<file path="config.mk">
export PLATFORM = sky130hd
export DESIGN_NAME = dmem_sbuf
export DESIGN_NICKNAME = d
export VERILOG_FILES = /design/src/rtl/dmem_sbuf.sv
export SDC_FILE = /design/constraint.sdc
export NUM_CORES = 1
export LEC_CHECK = 0
export CORE_ASPECT_RATIO = 0.7
export CORE_MARGIN = 1.5
export CORE_UTILIZATION = 57
export CTS_CLUSTER_DIAMETER = 150
export CTS_CLUSTER_SIZE = 20
export DETAILED_ROUTE_END_ITERATION = 10
export PLACE_DENSITY = 0.83
export SYNTH_ARGS = -nofsm -noshare
export SYNTH_HDL_FRONTEND = slang
export SYNTH_SLANG_ARGS = --single-unit
</file>
<file path="constraint.sdc">
create_clock -name clk -period 11.9 [get_ports clk]
set_clock_uncertainty 0.1 [all_clocks]
set_input_delay 1.19 -clock clk [delete_from_list [all_inputs] [get_ports clk]]
set_output_delay 1.19 -clock clk [all_outputs]
set_load 0.02 [all_outputs]
</file>
<file path="src/rtl/dmem_sbuf.sv">
// Posted-write store buffer between the dtim controller and the data memory bus.
// Optional read forwarding/bypass from the FIFO is enabled by defining SBUF_FWD_EN.
module dmem_sbuf #(
  parameter int sbuf_depth = 2
) (
  input  logic        rst,
  input  logic        clk,
  input  logic        sbuf_in_valid,
  input  logic        sbuf_in_fence,
  input  logic        sbuf_in_instr,
  input  logic [31:0] sbuf_in_addr,
  input  logic [31:0] sbuf_in_wdata,
  input  logic [3:0]  sbuf_in_wstrb,
  output logic [31:0] sbuf_out_rdata,
  output logic        sbuf_out_ready,
  input  logic [31:0] mem_out_rdata,
  input  logic        mem_out_ready,
  output logic        mem_in_valid,
  output logic        mem_in_fence,
  output logic        mem_in_instr,
  output logic [31:0] mem_in_addr,
  output logic [31:0] mem_in_wdata,
  output logic [3:0]  mem_in_wstrb
);

  localparam int depth_n = 1 << sbuf_depth;

  typedef logic [sbuf_depth-1:0] ptr_t;
  typedef logic [sbuf_depth:0]   cnt_t;

  localparam cnt_t full_cnt = cnt_t'(depth_n);

  typedef enum logic [2:0] {
    S_IDLE, S_ACK, S_RDRAIN, S_READ, S_RESP, S_FDRAIN
  } state_t;

  state_t state, state_next;

  logic [31:0] fifo_addr  [depth_n];
  logic [31:0] fifo_wdata [depth_n];
  logic [3:0]  fifo_wstrb [depth_n];

  ptr_t wptr, rptr, rptr_next;
  cnt_t count, count_next;

  logic        txn_rd;
  logic        push, pop, done, rd_done, port_free, full, last_out;
  logic        issue_rd, drain_go;
  logic [31:0] resp_data;
  logic [31:0] head_addr, head_wdata;
  logic [3:0]  head_wstrb;

  logic unused;
  assign unused = sbuf_in_instr;

  assign mem_in_fence = 1'b0;
  assign mem_in_instr = 1'b0;

  // A ready with no transaction on the port does nothing.
  assign done       = mem_in_valid & mem_out_ready;
  assign pop        = done & ~txn_rd;
  assign rd_done    = done & txn_rd;
  assign port_free  = ~mem_in_valid | done;
  assign full       = (count == full_cnt);
  assign last_out   = (count == cnt_t'(pop));
  assign count_next = count + cnt_t'(push) - cnt_t'(pop);
  assign rptr_next  = rptr + ptr_t'(pop);

`ifdef SBUF_FWD_EN
  logic        fwd_hit, fwd_full;
  logic [31:0] fwd_data;
  ptr_t        fwd_idx;

  // Scan oldest to newest so the newest matching entry wins.
  always_comb begin
    fwd_hit  = 1'b0;
    fwd_full = 1'b0;
    fwd_data = '0;
    fwd_idx  = '0;
    for (int k = 0; k < depth_n; k++) begin
      fwd_idx = rptr + ptr_t'(k);
      if (k < int'(count) && fifo_addr[fwd_idx][31:2] == sbuf_in_addr[31:2]) begin
        fwd_hit  = 1'b1;
        fwd_full = (fifo_wstrb[fwd_idx] == 4'hF);
        fwd_data = fifo_wdata[fwd_idx];
      end
    end
  end
`endif

  // NOTE: every always_comb output gets a default first, so no path can infer a latch.
  always_comb begin
    state_next = state;
    push       = 1'b0;
    resp_data  = '0;
    case (state)
      S_IDLE: begin
        if (sbuf_in_valid) begin
          if (sbuf_in_fence) begin
            state_next = S_FDRAIN;
          end else if (|sbuf_in_wstrb) begin
            if (!full) begin
              push       = 1'b1;
              state_next = S_ACK;
            end
          end else begin
`ifdef SBUF_FWD_EN
            if (!fwd_hit) begin
              state_next = S_READ;
            end else if (fwd_full) begin
              state_next = S_ACK;
              resp_data  = fwd_data;
            end else begin
              state_next = S_RDRAIN;
            end
`else
            state_next = S_RDRAIN;
`endif
          end
        end
      end
      S_ACK:    state_next = S_IDLE;
      S_RDRAIN: if (last_out) state_next = S_READ;
      S_READ: begin
        if (rd_done) begin
          state_next = S_RESP;
          resp_data  = mem_out_rdata;
        end
      end
      S_RESP:   state_next = S_IDLE;
      S_FDRAIN: if (last_out) state_next = S_RESP;
      default:  state_next = S_IDLE;
    endcase
  end

  // When the FIFO empties this edge, the head is the entry being pushed now.
  always_comb begin
    if (last_out) begin
      head_addr  = sbuf_in_addr;
      head_wdata = sbuf_in_wdata;
      head_wstrb = sbuf_in_wstrb;
    end else begin
      head_addr  = fifo_addr[rptr_next];
      head_wdata = fifo_wdata[rptr_next];
      head_wstrb = fifo_wstrb[rptr_next];
    end
  end

  assign issue_rd = (state_next == S_READ) && port_free;
  assign drain_go = (state_next != S_READ) && (count_next != '0);

  // NOTE: entry storage has no reset; count and pointers alone decide which entries are live.
  always_ff @(posedge clk) begin
    if (push) begin
      fifo_addr[wptr]  <= sbuf_in_addr;
      fifo_wdata[wptr] <= sbuf_in_wdata;
      fifo_wstrb[wptr] <= sbuf_in_wstrb;
    end
  end

  // NOTE: state uses non-blocking assignments so every register samples pre-edge values.
  always_ff @(posedge clk) begin
    if (rst) begin
      state          <= S_IDLE;
      count          <= '0;
      wptr           <= '0;
      rptr           <= '0;
      txn_rd         <= 1'b0;
      sbuf_out_ready <= 1'b0;
      sbuf_out_rdata <= '0;
      mem_in_valid   <= 1'b0;
      mem_in_addr    <= '0;
      mem_in_wdata   <= '0;
      mem_in_wstrb   <= '0;
    end else begin
      state          <= state_next;
      count          <= count_next;
      wptr           <= wptr + ptr_t'(push);
      rptr           <= rptr_next;
      sbuf_out_ready <= (state_next == S_ACK) || (state_next == S_RESP);
      sbuf_out_rdata <= resp_data;
      if (port_free) begin
        if (issue_rd) begin
          mem_in_valid <= 1'b1;
          txn_rd       <= 1'b1;
          mem_in_addr  <= sbuf_in_addr;
          mem_in_wdata <= '0;
          mem_in_wstrb <= '0;
        end else if (drain_go) begin
          mem_in_valid <= 1'b1;
          txn_rd       <= 1'b0;
          mem_in_addr  <= head_addr;
          mem_in_wdata <= head_wdata;
          mem_in_wstrb <= head_wstrb;
        end else begin
          mem_in_valid <= 1'b0;
          txn_rd       <= 1'b0;
          mem_in_addr  <= '0;
          mem_in_wdata <= '0;
          mem_in_wstrb <= '0;
        end
      end
    end
  end

endmodule

</file>
==> results of run 1 <==
-- placed cells by master (no fill, tap or decap), types with 17 or more instances in the layout --
cell type,count
mux2i_1,31
a221oi_1,36
edfxtp_1,272
clkbuf_16,23
clkbuf_1,17
o21ai_1,30
a21boi_0,36
dfxtp_1,113
mux4_2,68
and2_1,33
clkdlybuf4s50_1,205
nand2_1,108
-- cells by family (layout without fill, tap and decap cells) --
kind of cell	Yosys count	after routing	share of synthesized area, %
AOI/OAI and AO/OA	115	115	5.85
DFF	385	385	72.3
and+or+nand+nor	185	185	6.11
other	1	2	0.0260
adders and majority gates	5	5	0.486
buffers and inverters	56	265	1.92
muxes	102	102	13.0
xor gates and xnor gates	5	5	0.304
-- power groups by stage --
stage | combinational [W] | clock (W) | sequential (W)
CTS | 0.00123 | 0.000798 | 0.00160
floorplan | 0.000766 | 0 | 0.00170
detailed placement | 0.00122 | 0 | 0.00163
finish | 0.00121 | 0.000783 | 0.00160
global placement | 0.00120 | 0 | 0.00163
global route | 0.00131 | 0.000840 | 0.00161
-- per-stage QoR --
step                      worst slack, ns  area (um2)  power (W)
final                                7.10       17500    0.00359
after global routing                 6.82       17500    0.00376
after CTS                            7.04       17500    0.00363
after detailed placement             6.51       16800    0.00285
after global placement               6.65       16800    0.00283
after floorplan                      4.32       14400    0.00247
-- state kept, by name, indices dropped and copies added, names as in the netlist, 2 cells and up --
register        cells
fifo_wstrb         16
fifo_wdata        128
fifo_addr         128
rptr                2
count               3
mem_in_wdata       32
mem_in_wstrb        4
mem_in_addr        32
state               3
sbuf_out_rdata     32
wptr                2
-- tightest hold or removal path: cells and delay by family, from the launching register on --
kind / cells / cell delay, ns
simple gates: 1 / 0.05
compound gates: 1 / 0.05
flops: 1 / 0.31
-- layout make-up --
type	count	area, um2	share of cell area, %
sequential	385	10400	59.6
clock inverter	1	16.3	0.0930
tap	325	407	2.33
multi-input combinational	414	3830	21.9
timing repair buffer	218	2150	12.3
clock buffer	40	639	3.66
inverter	6	22.5	0.129
-- metal layers --
layer	global-route usage (%)	part of all wire [%]
met3	3.48	6.4
met2	37.4	48
met5	0	0
met4	4.70	1.6
met1	33.9	44
-- how the worst min path moves through the flow --
stage | from | end | depth (start not counted)
global placement | mem_in_addr[11]$_SDFFE_PP0N_ | mem_in_addr[11]$_SDFFE_PP0N_ | 2
finish | mem_in_addr[24]$_SDFFE_PP0N_ | mem_in_addr[24]$_SDFFE_PP0N_ | 2
CTS | mem_in_addr[8]$_SDFFE_PP0N_ | mem_in_addr[8]$_SDFFE_PP0N_ | 2
floorplan | txn_rd$_SDFFE_PP0N_ | txn_rd$_SDFFE_PP0N_ | 2
detailed placement | mem_in_addr[8]$_SDFFE_PP0N_ | mem_in_addr[8]$_SDFFE_PP0N_ | 2
global route | mem_in_addr[14]$_SDFFE_PP0N_ | mem_in_addr[14]$_SDFFE_PP0N_ | 2
==> results.json, run 1 <==
{
  "outcome": "complete, no violations",
  "irDropWorstVdd_uv": 196,
  "p_comb_share_pct": 33.6,
  "clock.fmax_ghz": 0.208,
  "crit_chain": "clkdlybuf4s50_1 -> or4b_4 -> nor2_1 -> nand3_1 -> ha_1 -> inv_1 -> ha_1 -> fa_1 -> xnor2_1 -> xnor2_1 -> nand2_1 -> o21ai_4 -> o21ai_0",
  "clkTransAtPathRegs_ns": 0.09,
  "post_drt_wl_per_cell_um": 21.6,
  "rsz0062_at_grt": "false",
  "synthTopCellsByCount": "edfxtp_1, dfxtp_1, nand2_1",
  "clockRootBuffer": "clkbuf_16",
  "setup_viol": 0,
  "period_share_pct": 40.4,
  "power_frac_seq_pct": 44.6,
  "start_kind": "input pin",
  "grt_antenna_before_repair": 0,
  "synth_top_flop_cell": "edfxtp_1",
  "final_core_util_pct": 70.7,
  "ys_async_sr_fraction_pct": 0,
  "cts_tree": "yes",
  "worst_hold_slack_ns": 0.348,
  "sw_frac_of_total_pct": 31.8,
  "nNetsFinal": 1159,
  "critPathMaxFanout": 31,
  "yosysSeqAreaShare_pct": 72.3,
  "die-area_um2": 26300,
  "routed_wl_mm": 30.0,
  "drc_errors": 0,
  "worst_pin_slew_ns": 1.06,
  "dp.cells": 1348,
  "viasPerCell": 5.84,
  "post_cts_resized": 0,
  "cp.depth": 13,
  "relSlewSlack_pct": 29.3,
  "cts_num_sinks": 385,
  "p_leak_nw": 5.74,
  "drt_pass1_iterations": 5,
  "fillerInstances": 1612,
  "pin_count": 210,
  "dp_hpwl_mm": 18.0,
  "synth_area_leader_cell": "edfxtp_1",
  "powerDensity_nw_per_um2": 205,
  "rows": 48,
  "finalSetupTns_ns": 0,
  "synth_warnings": 0,
  "cp.required_ns": 12.17,
  "yosysTopAreaCellShare_pct": 56.6,
  "hold_path.class": "reg -> reg",
  "period_minus_slack_ns": 4.80,
  "worstSetupEndpointType": "flop",
  "max_stage_delay_ns": 0.83,
  "synth_area_um2": 14400,
  "grt_pass1_vias": 8195,
  "maxCapViolCount": 0,
  "crit_slowest_cell": "o21ai_4",
  "critPathKind": "in -> reg",
  "hold_viol_final": 0,
  "hold_buffers": 0,
  "num_vias": 8110,
  "r2r_cells": 12,
  "grt_max_degree": 69,
  "insertion_delay_ns": 0.52,
  "crit_end": "mem_in_addr[0]$_SDFFE_PP0N_",
  "clockBufferDepth": 3,
  "cts_buffers": 23,
  "r2r-start": "state[2]$_SDFF_PP0_",
  "ant_nets": 0,
  "internal_power_w": 0.00245,
  "grt_pass1_wl_mm": 45.9,
  "p_clk_share_pct": 21.8,
  "syn_avg_cell_area_um2": 16.9,
  "syn_inst": 854,
  "finalMaxSlewViolations": 0,
  "cp.arrival_ns": 5.07,
  "dieWidth_um": 193,
  "gp_congestion": 0.798,
  "path_buf_inv": 2,
  "synth_enable_flop_cells": 272,
  "r2r_slack_ns": 7.80,
  "r2r_end": "mem_in_addr[0]$_SDFFE_PP0N_",
  "start_util_pct": 58.3,
  "num_antenna_cells": 0,
  "grt_overflow": 0,
  "die_h_um": 136,
  "drive_gt1_share_pct": 11.6,
  "critical-path-top-delay-family": "compound AO/OA/AOI/OAI gates",
  "synth_area_leaders": "edfxtp_1, dfxtp_1, mux4_2, nand2_1, mux2i_1",
  "p_sw_w": 0.00114,
  "synth-seq-cells": 385,
  "final_cell_count_no_fill": 1389,
  "yosys.cell_count.top_type": "edfxtp_1",
  "postCtsSetupBuffers": 0,
  "crit_path_start": "sbuf_in_valid",
  "syn_to_final_growth_pct": 21.3,
  "ys_types": 47,
  "core_um2": 24700,
  "io_buffers": 206,
  "drtIter0Drc": 677,
  "cts_max_level": 1,
  "grt_use_total_pct": 23.1
}
Note: power is estimated with default switching activity, not from simulation.
==> run 2: changes to the inputs <==
--- a/config.mk
+++ b/config.mk
@@ -7,11 +7,11 @@
 export LEC_CHECK = 0
 export CORE_ASPECT_RATIO = 0.7
 export CORE_MARGIN = 1.5
-export CORE_UTILIZATION = 57
+export CORE_UTILIZATION = 54
 export CTS_CLUSTER_DIAMETER = 150
 export CTS_CLUSTER_SIZE = 20
 export DETAILED_ROUTE_END_ITERATION = 10
-export PLACE_DENSITY = 0.83
+export PLACE_DENSITY = 0.79
 export SYNTH_ARGS = -nofsm -noshare
 export SYNTH_HDL_FRONTEND = slang
 export SYNTH_SLANG_ARGS = --single-unit
==> constraint.sdc (replaced) <==
create_clock -name clk -period 4.55 [get_ports clk]
set_clock_uncertainty 0.1 [all_clocks]
set_input_delay 0.455 -clock clk [delete_from_list [all_inputs] [get_ports clk]]
set_output_delay 0.455 -clock clk [all_outputs]
set_load 0.02 [all_outputs]
==> run 2 against run 1 <==
Compared with the run above: register-to-register slack worse by 6.9 ns; sequential share of layout area down 0.67 points; power rose to 2.7 times the previous value; combinational power rose to 2.7 times the previous value; cell count up 3.1%; count of clock-buffer cells in the layout unchanged; hold slack worse by 0.061 ns; critical path depth unchanged; sequential power rose to 2.6 times the previous value; core utilization down 2.5 points; flip-flop and latch count unchanged.
==> results.json, run 2 (synthesis results as in run 1) <==
{
  "outcome": "complete, no violations",
  "ant_nets": 0,
  "relSlewSlack_pct": 44.7,
  "final_core_util_pct": 68.2,
  "layout_common_cells": "edfxtp_1, clkdlybuf4s50_1, dfxtp_1",
  "drc_errors": 0,
  "worst_hold_slack_ns": 0.288,
  "p_sw_w": 0.00302,
  "critPathKind": "reg -> reg",
  "cts_max_level": 1,
  "clock.fmax_ghz": 0.275,
  "cts_tree": "yes",
  "viasPerCell": 5.69,
  "finalSetupTns_ns": 0,
  "pin_count": 210,
  "powerDensity_nw_per_um2": 538,
  "final_common_cell": "edfxtp_1",
  "crit_end": "mem_in_wdata[27]$_SDFFE_PP0N_",
  "irDropWorstVdd_uv": 410,
  "top_regs": "fifo_addr (128), fifo_wdata (128)",
  "start_kind": "flop",
  "die-area_um2": 27700,
  "r2r_slack_ns": 0.91,
  "crit_path_start": "state[2]$_SDFF_PP0_",
  "r2r_end": "mem_in_wdata[27]$_SDFFE_PP0N_",
  "dieWidth_um": 198,
  "placed_cell_area_um2": 17000,
  "cp.required_ns": 4.86,
  "syn_to_final_growth_pct": 22.6,
  "gp_congestion": 0.731,
  "worstSetupEndpointType": "flop",
  "crit_slowest_cell": "or4b_4",
  "period_share_pct": 79.9,
  "crit_chain": "or4b_4 -> nor2_1 -> nand3_1 -> ha_1 -> inv_1 -> ha_1 -> fa_1 -> xnor2_1 -> xnor2_1 -> nand2_1 -> o211ai_4 -> buf_12 -> a221oi_1",
  "worst_pin_slew_ns": 0.830,
  "clockRootBuffer": "clkbuf_16",
  "hold_path.class": "in -> reg",
  "routed_wl_mm": 31.2,
  "rsz0062_at_grt": "false",
  "fillerInstances": 1785,
  "post_cts_resized": 0,
  "nNetsFinal": 1170,
  "core_um2": 25900,
  "drt_pass1_iterations": 5,
  "drive_gt1_share_pct": 12.5,
  "rows": 49,
  "post_drt_wl_per_cell_um": 21.8,
  "hold_buffers": 0,
  "p_leak_nw": 5.81,
  "setup_viol": 0,
  "cts_num_sinks": 385,
  "start_util_pct": 55.6,
  "hold_viol_final": 0,
  "cts_buffers": 23,
  "grt_overflow": 0,
  "num_vias": 8151,
  "power.total_w": 0.00952,
  "drtIter0Drc": 570,
  "critPathMaxFanout": 20,
  "sw_frac_of_total_pct": 31.7,
  "grt_antenna_before_repair": 0,
  "r2r_cells": 13,
  "die_h_um": 140,
  "period_minus_slack_ns": 3.64,
  "power_frac_seq_pct": 44.0,
  "io_buffers": 206,
  "cp.arrival_ns": 3.95,
  "grt_use_total_pct": 22.9,
  "clockBufferDepth": 3,
  "stdcell_area_um2": 17700,
  "insertion_delay_ns": 0.53,
  "r2r-start": "state[2]$_SDFF_PP0_",
  "maxCapViolCount": 0,
  "p_comb_share_pct": 34.4,
  "internal_power_w": 0.00650,
  "max_stage_delay_ns": 0.56,
  "clkTransAtPathRegs_ns": 0.09,
  "grt_pass1_wl_mm": 48.3,
  "dp_hpwl_mm": 19.0,
  "p_clk_share_pct": 21.5,
  "postCtsSetupBuffers": 0,
  "grt_max_degree": 42,
  "finalMaxSlewViolations": 0,
  "grt_pass1_vias": 8444,
  "num_antenna_cells": 0
}
-- run 2: cell types whose count changed in the layout (fill, tap and decap cells not counted), sizes merged --
cell,delta
buf,+11
-- run 2: worst min path at each step --
| stage | start | cells after the start | end |
|---|---|---|---|
| after global routing | rst | 2 | count[2]$_SDFF_PP0_ |
| after floorplan | txn_rd$_SDFFE_PP0N_ | 2 | txn_rd$_SDFFE_PP0N_ |
| final | rst | 2 | state[0]$_SDFF_PP0_ |
| after CTS | rst | 2 | count[2]$_SDFF_PP0_ |
| after detailed placement | mem_in_addr[6]$_SDFFE_PP0N_ | 2 | mem_in_addr[6]$_SDFFE_PP0N_ |
| after global placement | mem_in_addr[0]$_SDFFE_PP0N_ | 2 | mem_in_addr[0]$_SDFFE_PP0N_ |
-- run 2: critical path, delay by kind of cell, from the launching register on --
| kind | cells | cell delay, ns |
|---|---|---|
| AO/OA/AOI/OAI | 2 | 0.60 |
| XOR/XNOR | 2 | 0.28 |
| adder cells (fa/ha/maj) | 3 | 0.88 |
| buffers and inverters | 2 | 0.31 |
| flip-flops | 1 | 0.38 |
| AND/OR/NAND/NOR | 4 | 0.95 |
-- run 2: through the flow --
stage | setup slack, ns | cells
CTS | 0.884 | 1432
floorplan | 0.0962 | 855
finish | 0.912 | 1432
global placement | 0.526 | 1391
global route | 0.696 | 1432
detailed placement | 0.440 | 1391
-- run 2: layout make-up --
| cell class | count | area, um2 | share of cell area, % |
|---|---|---|---|
| flip-flops and latches | 385 | 10400 | 59.0 |
| multi-input cells | 414 | 3830 | 21.6 |
| repair buffers | 229 | 2300 | 13.0 |
| clock buffers | 40 | 639 | 3.62 |
| well taps | 357 | 447 | 2.53 |
| inverters | 6 | 22.5 | 0.127 |
| clock inverters | 1 | 16.3 | 0.0920 |
-- run 2: routing by layer --
| layer | routed length [um] | track usage, % | vias up | part of all wire, % |
|---|---|---|---|---|
| met3 | 1840 | 3.88 | 41 | 5.9 |
| met2 | 14900 | 36.3 | 252 | 48 |
| met5 | 0 | 0 | - | 0 |
| met4 | 655 | 5.30 | 0 | 2.1 |
| li1 | - | - | 3700 | - |
| met1 | 13700 | 33.5 | 4158 | 44 |
-- run 2: power by group through the flow --
stage          clock (W)  combinational (W)  sequential (W)
2_1_floorplan          0            0.00200         0.00445
3_3_place_gp           0            0.00324         0.00427
3_5_place_dp           0            0.00330         0.00427
4_1_cts          0.00210            0.00332         0.00420
5_1_grt          0.00220            0.00354         0.00423
6_report         0.00205            0.00328         0.00419
